==> config.mk <==
export PLATFORM = sky130hd
export DESIGN_NAME = multi_mode_counter
export DESIGN_NICKNAME = d
export VERILOG_FILES = /design/src/rtl/counter_pkg.sv /design/src/rtl/counter_next_calc.sv /design/src/rtl/multi_mode_counter.sv
export SDC_FILE = /design/constraint.sdc
export NUM_CORES = 1
export LEC_CHECK = 0
export CORE_MARGIN = 10
export CORE_UTILIZATION = 59
export CTS_BUF_LIST = sky130_fd_sc_hd__clkbuf_4
export DETAILED_ROUTE_END_ITERATION = 12
export GPL_TIMING_DRIVEN = 1
export PLACE_DENSITY = 0.89
export SYNTH_ARGS = -nofsm -noshare
export SYNTH_HDL_FRONTEND = slang
export SYNTH_HIERARCHICAL = 1
export SYNTH_SLANG_ARGS = --single-unit
export TNS_END_PERCENT = 5
==> constraint.sdc <==
create_clock -name clk -period 7.8 [get_ports clk]
set_input_delay 2.34 -clock clk [delete_from_list [all_inputs] [get_ports clk]]
set_output_delay 2.34 -clock clk [all_outputs]
set_load 0.01 [all_outputs]
==> src/rtl/counter_pkg.sv <==
// Shared types for the multi-mode counter: overflow modes and the RUN/DONE state.
package counter_pkg;

  typedef enum logic [1:0] {
    MODE_WRAP    = 2'b00,
    MODE_SAT     = 2'b01,
    MODE_ONESHOT = 2'b10,
    MODE_RSVD    = 2'b11
  } mode_e;

  typedef enum logic {
    ST_RUN  = 1'b0,
    ST_DONE = 1'b1
  } state_e;

  // SATURATE and ONESHOT clamp at the boundary; WRAP and the reserved code wrap around.
  function automatic logic mode_clamps(input mode_e mode);
    case (mode)
      MODE_SAT:     mode_clamps = 1'b1;
      MODE_ONESHOT: mode_clamps = 1'b1;
      MODE_WRAP:    mode_clamps = 1'b0;
      default:      mode_clamps = 1'b0;
    endcase
  endfunction

endpackage

==> src/rtl/counter_next_calc.sv <==
// Combinational next-count and boundary-event calculation for one enabled count step.
module counter_next_calc
  import counter_pkg::*;
#(
  parameter int WIDTH = 8
) (
  input  logic [WIDTH-1:0] count,
  input  logic [WIDTH-1:0] step,
  input  logic [WIDTH-1:0] limit,
  input  logic             up_down,
  input  mode_e            mode,
  output logic [WIDTH-1:0] next_count,
  output logic             boundary_evt
);

  logic [WIDTH:0] sum_s;
  logic [WIDTH:0] diff_s;
  logic           up_evt_s;
  logic           down_evt_s;
  logic           clamp_s;

  assign sum_s      = {1'b0, count} + {1'b0, step};
  assign diff_s     = {1'b0, count} - {1'b0, step};
  assign up_evt_s   = (sum_s > {1'b0, limit});
  assign down_evt_s = (step > count);
  assign clamp_s    = mode_clamps(mode);

  // Select the stepped value, or the mode's boundary value on an event.
  always_comb begin
    next_count   = count;
    boundary_evt = 1'b0;
    if (step == {WIDTH{1'b0}}) begin
      next_count   = count;
      boundary_evt = 1'b0;
    end else if (up_down) begin
      if (up_evt_s) begin
        boundary_evt = 1'b1;
        next_count   = clamp_s ? limit : {WIDTH{1'b0}};
      end else begin
        boundary_evt = 1'b0;
        next_count   = sum_s[WIDTH-1:0];
      end
    end else begin
      if (down_evt_s) begin
        boundary_evt = 1'b1;
        next_count   = clamp_s ? {WIDTH{1'b0}} : limit;
      end else begin
        boundary_evt = 1'b0;
        next_count   = diff_s[WIDTH-1:0];
      end
    end
  end

endmodule

==> src/rtl/multi_mode_counter.sv <==
// Loadable up/down counter with programmable limit and step, wrap/saturate/one-shot
// overflow handling, a terminal-count pulse, a sticky overflow flag and a DONE state.
module multi_mode_counter
  import counter_pkg::*;
#(
  parameter int WIDTH   = 8,
  parameter int RST_VAL = 0
) (
  input  logic             clk,
  input  logic             rst_n,
  input  logic             load_n,
  input  logic             up_down,
  input  logic             ce,
  input  logic [1:0]       mode,
  input  logic [WIDTH-1:0] step,
  input  logic [WIDTH-1:0] limit,
  input  logic [WIDTH-1:0] data_load,
  input  logic             clr_ovf,
  output logic [WIDTH-1:0] count_out,
  output logic             max_count,
  output logic             zero,
  output logic             tc,
  output logic             ovf_sticky,
  output logic             done
);

  localparam logic [WIDTH-1:0] RST_COUNT = WIDTH'(RST_VAL);

  mode_e            mode_s;
  state_e           state_r;
  state_e           state_nxt_s;
  logic [WIDTH-1:0] count_r;
  logic [WIDTH-1:0] count_nxt_s;
  logic [WIDTH-1:0] calc_count_s;
  logic [WIDTH-1:0] load_val_s;
  logic             calc_evt_s;
  logic             count_en_s;
  logic             evt_s;
  logic             tc_r;
  logic             tc_nxt_s;
  logic             ovf_r;
  logic             ovf_nxt_s;

  assign mode_s     = mode_e'(mode);
  assign load_val_s = (data_load > limit) ? limit : data_load;
  assign count_en_s = ce && (state_r == ST_RUN);
  assign evt_s      = count_en_s && calc_evt_s;

  counter_next_calc #(
    .WIDTH (WIDTH)
  ) u_next_calc (
    .count        (count_r),
    .step         (step),
    .limit        (limit),
    .up_down      (up_down),
    .mode         (mode_s),
    .next_count   (calc_count_s),
    .boundary_evt (calc_evt_s)
  );

  // Next-state logic: load beats counting; DONE holds until a load.
  always_comb begin
    state_nxt_s = state_r;
    count_nxt_s = count_r;
    tc_nxt_s    = 1'b0;
    ovf_nxt_s   = ovf_r;
    if (!load_n) begin
      state_nxt_s = ST_RUN;
      count_nxt_s = load_val_s;
      tc_nxt_s    = 1'b0;
    end else begin
      case (state_r)
        ST_RUN: begin
          if (count_en_s) begin
            count_nxt_s = calc_count_s;
          end else begin
            count_nxt_s = count_r;
          end
          if (evt_s && (mode_s == MODE_ONESHOT)) begin
            state_nxt_s = ST_DONE;
          end else begin
            state_nxt_s = ST_RUN;
          end
          tc_nxt_s = evt_s;
        end
        ST_DONE: begin
          state_nxt_s = ST_DONE;
          count_nxt_s = count_r;
          tc_nxt_s    = 1'b0;
        end
        default: begin
          state_nxt_s = ST_RUN;
          count_nxt_s = RST_COUNT;
          tc_nxt_s    = 1'b0;
        end
      endcase
    end
    // A simultaneous event outranks the clear request.
    if (evt_s && load_n) begin
      ovf_nxt_s = 1'b1;
    end else if (clr_ovf) begin
      ovf_nxt_s = 1'b0;
    end else begin
      ovf_nxt_s = ovf_r;
    end
  end

  // State, count and flag registers.
  always_ff @(posedge clk or negedge rst_n) begin
    if (!rst_n) begin
      state_r <= ST_RUN;
      count_r <= RST_COUNT;
      tc_r    <= 1'b0;
      ovf_r   <= 1'b0;
    end else begin
      state_r <= state_nxt_s;
      count_r <= count_nxt_s;
      tc_r    <= tc_nxt_s;
      ovf_r   <= ovf_nxt_s;
    end
  end

  assign count_out  = count_r;
  assign tc         = tc_r;
  assign ovf_sticky = ovf_r;
  assign done       = (state_r == ST_DONE);
  assign max_count  = (count_r == limit);
  assign zero       = (count_r == {WIDTH{1'b0}});

endmodule
==> impl_metrics.csv <==
group,metric,value,unit
outcome,outcome,"complete, no violations",
clock_tree,numClockSinks,11,
setup_path,rr_worst_depth,14,
grt,first_global_vias,2184,
route,wl_per_cell,16.87,um
synthesis,synth-seq-area-share,0.1186,
setup_path,timing_worst_setup_path_type,"in2reg",
timing,fin_setup_tns,0,ns
setup_path,critical_path.most_common_cell,"sky130_fd_sc_hd__a21oi_1",
setup_path,crit_path_end_kind,"flop",
timing,clock.fmax,153.7,MHz
pwr,p_sw,0.2792,mW
floorplan,dieHeight,82.72,um
synthesis,synth_nets,366,
final_layout,layout_commonest_cell,"sky130_fd_sc_hd__clkdlybuf4s50_1",
timing,min_hold_slack,0.5238,ns
clock_tree,cts_inserted_buffers,3,
floorplan,core-area,3744,um^2
synthesis,postSynth.asyncResetShare,1.000,
synthesis,synth_mux_area_frac,0.06523,
final_layout,fin_nets,399,
route,drc,0,
route,vias,2383,
synthesis,yosys.area_share.adder,0.1898,
min_path,timing.hold.worst.class,"reg2reg",
synthesis,synthesis.yosys.warnings,6,
timing,finalSetupViolCount,0,
setup_path,timing.critical_path.depth,16,
setup_path,crit_path_cell_trace,"clkdlybuf4s50_1 > inv_1 > ha_1 > or2_0 > a2111oi_0 > a211oi_1 > ha_1 > a21o_1 > a21oi_1 > a21oi_1 > a211oi_2 > mux2_2 > a21oi_1 > nand2_1 > nor2_1 > a32o_1",
final_layout,filler_cell_count,300,
synthesis,synth.cell_area,2321,um^2
pwr,comb_power_share,0.758,
setup_path,critical-path-max-stage-delay,0.81,ns
clock_tree,post_cts_buffers,0,
pwr,vdd_ir_drop_max,127.7,uV
place,port-buffer-count,44,
synthesis,synth_top_family_by_area,"compound AO/OA/AOI/OAI gates",
route,route.detailed.vias_per_inst,6.271,
synthesis,most_frequently_used_flop_master_after_synthesis,"sky130_fd_sc_hd__dfrtp_1",
synthesis,synth_seq_cells,11,
synthesis,synth_area_in_xor_xnor,0.06792,
synthesis,synth-edff-count,0,
pwr,power.switching_fraction,0.4825,
timing,timing.final.max_slew_violations,0,
synthesis,ys_types,57,
place,gp_congestion,0.9456,
setup_path,setup.reg_to_reg.worst_slack,3.43,ns
final_layout,final_cell_mix,"44 x sky130_fd_sc_hd__clkdlybuf4s50_1, 32 x sky130_fd_sc_hd__ha_1, 29 x sky130_fd_sc_hd__inv_1, 25 x sky130_fd_sc_hd__nand2_1, 24 x sky130_fd_sc_hd__a21oi_1",
pwr,power_density,209.9,nW/um^2
clock_tree,holdBufCountCts,0,
setup_path,cp.buffers_inverters,2,
final_layout,multi_input_comb_area,1843,um^2
final_layout,final_core_utilization,0.7366,
timing,rsz_0062_raised_after_global_routing,"false",
clock_tree,clock_tree_from_tritoncts,"yes",
timing,tmin_final,6.508,ns
synthesis,avgSynthCellArea,7.737,um^2
synthesis,synthCells,300,
pwr,total_leakage_power,1.229,nW
final_layout,n_antenna_cell,0,
timing,slew_headroom,0.3555,
setup_path,cp_data_required_time,7.96,ns
final_layout,flow.area_growth_from_synthesis,18.81,%
pwr,power.internal,0.2995,mW
grt,grt_start_max_net_pins,19,
route,postRouteWirelength,6410,um
floorplan,top_level_ports,45,
route,drt-pass1-iter-count,6,
clock_tree,clk-insertion-delay-late,0.27,ns
route,initialDrtViolationCount,286,
place,dp_worst_setup_slack,1.145,ns
setup_path,cp_max_fo,16,
floorplan,initial_utilization,0.6200,
pwr,power_frac_seq,0.167,
clock_tree,path_clk_slew,0.07,ns
floorplan,floorplan.die_area,6843,um^2
synthesis,synth_area_in_compound_gates,0.2447,
clock_tree,clk_path_buf_depth,2,
clock_tree,cts.htree.levels,1,
final_layout,ff_latch_area,275.3,um^2
route,number_of_nets_with_antenna_violations_after_detailed_routing,0,
final_layout,post_route_non_filler_standard_cell_count,380,
setup_path,cp_top_family,"compound AO/OA/AOI/OAI gates",
floorplan,rows,22,
pwr,clock_network_power_share,0.075,
grt,grt_first_pass_wirelength,10360,um
grt,grt_antenna_before_repair,0,
place,place.detailed.instances,376,
place,placement.cell_area,2728,um^2
flow_run,max_cap_violations,0,
clock_tree,cts-resized-gates,0,
final_layout,finalInstanceArea,2758,um^2
grt,grt_overflow_total,0,
setup_path,critical_path_source_type,"input pin",
final_layout,final_layout_size_suffix_gt1_frac,0.03614,
grt,global_route.usage.total,0.1852,
timing,final.setup.worst_slack,1.292,ns
timing,timing_worst_slew_pin_value,0.9602,ns
clock_tree,ctsRootBufferMaster,"sky130_fd_sc_hd__clkbuf_4",
place,dp_hpwl,5083,um
pwr,p_total,0.5787,mW
synthesis,synth_simple_gate_area_share,0.2264,
timing,worst_clock_skew,0.007270,ns
timing,fin_crit_sh,0.8344,
min_path,worst_hold_path.num_cells,1,
setup_path,timing.critical_path.arrival,6.66,ns
floorplan,fp.dieW,82.72,um
setup_path,critical-path-slowest-cell,"sky130_fd_sc_hd__a211oi_2",
timing,finalHoldViolCount,0,
==> flip-flops by register name (all words and copies together), names as in the netlist <==
signal      flops
tc              1
done            1
ovf_sticky      1
count_out       8
==> synth_stat cells (3+ instances only) <==
| library cell | number | share of area |
|---|---|---|
| sky130_fd_sc_hd__nand2_1 | 25 | 0.040 |
| sky130_fd_sc_hd__and3_1 | 8 | 0.022 |
| sky130_fd_sc_hd__nor3b_1 | 3 | 0.0097 |
| sky130_fd_sc_hd__o22ai_1 | 7 | 0.019 |
| sky130_fd_sc_hd__buf_2 | 6 | 0.013 |
| sky130_fd_sc_hd__or4_1 | 6 | 0.019 |
| sky130_fd_sc_hd__nand2b_1 | 7 | 0.019 |
| sky130_fd_sc_hd__dfrtp_1 | 11 | 0.12 |
| sky130_fd_sc_hd__nor3_1 | 3 | 0.0065 |
| sky130_fd_sc_hd__nor2_1 | 14 | 0.023 |
| sky130_fd_sc_hd__a21oi_1 | 24 | 0.052 |
| sky130_fd_sc_hd__clkbuf_1 | 5 | 0.0081 |
| sky130_fd_sc_hd__o211ai_1 | 4 | 0.013 |
| sky130_fd_sc_hd__xnor2_1 | 13 | 0.049 |
| sky130_fd_sc_hd__o21ai_0 | 3 | 0.0065 |
| sky130_fd_sc_hd__xor2_1 | 5 | 0.019 |
| sky130_fd_sc_hd__mux2i_1 | 14 | 0.060 |
| sky130_fd_sc_hd__o21ai_1 | 3 | 0.0065 |
| sky130_fd_sc_hd__inv_1 | 29 | 0.047 |
| sky130_fd_sc_hd__nor2b_1 | 4 | 0.011 |
| sky130_fd_sc_hd__o31a_1 | 9 | 0.034 |
| sky130_fd_sc_hd__or3_1 | 5 | 0.013 |
| sky130_fd_sc_hd__nand4_1 | 4 | 0.011 |
| sky130_fd_sc_hd__a31oi_1 | 6 | 0.016 |
| sky130_fd_sc_hd__buf_6 | 3 | 0.015 |
| sky130_fd_sc_hd__nand3_1 | 7 | 0.015 |
| sky130_fd_sc_hd__a211o_1 | 4 | 0.015 |
| sky130_fd_sc_hd__ha_1 | 32 | 0.17 |
==> area by class of cell <==
class	instances	area share
clock buffer	4	0.01089
tap	48	0.02178
inverter	29	0.03947
multi-input combinational	244	0.6683
sequential	11	0.09982
timing repair buffer	44	0.1597
==> logic make-up after synthesis <==
group | count (synthesis)
XOR/XNOR | 18
multiplexers | 15
buffers and inverters | 45
AND/OR/NAND/NOR | 95
adder cells (fa/ha/maj) | 34
AO/OA/AOI/OAI | 82
flip-flops | 11
==> power groups by stage <==
stage	registers (mW)	logic, mW	clock network (mW)
after floorplan	0.0952	0.326	0
after global placement	0.0972	0.420	0
after detailed placement	0.0979	0.430	0
after CTS	0.0968	0.433	0.0435
after global routing	0.0993	0.486	0.0470
final	0.0966	0.439	0.0431
==> worst register-to-register path, delay by kind of cell (launching register included) <==
kind | cells | cell delay, ns
flip-flops | 1 | 0.49
AND/OR/NAND/NOR | 3 | 0.49
adder cells (fa/ha/maj) | 2 | 0.78
multiplexers | 1 | 0.30
AO/OA/AOI/OAI | 8 | 2.19
==> metal layers <==
metal | up-vias | GRT usage | wire length (um)
li1 | 1161 | - | -
met1 | 1107 | 0.2516 | 2736
met2 | 111 | 0.3040 | 3059
met3 | 4 | 0.03996 | 604
met4 | 0 | 0.01505 | 10
met5 | - | 0 | 0
==> path summary, 6_finish.rpt <==
check	endpoint	start
min	done	done
max reg2reg	done	count_out[5]
min in group asynchronous	count_out[4]	rst_n
min reg2reg	done	done
max in group asynchronous	count_out[5]	rst_n
max	done	step[5]
No activity file was read; power rests on OpenSTA's default activity.
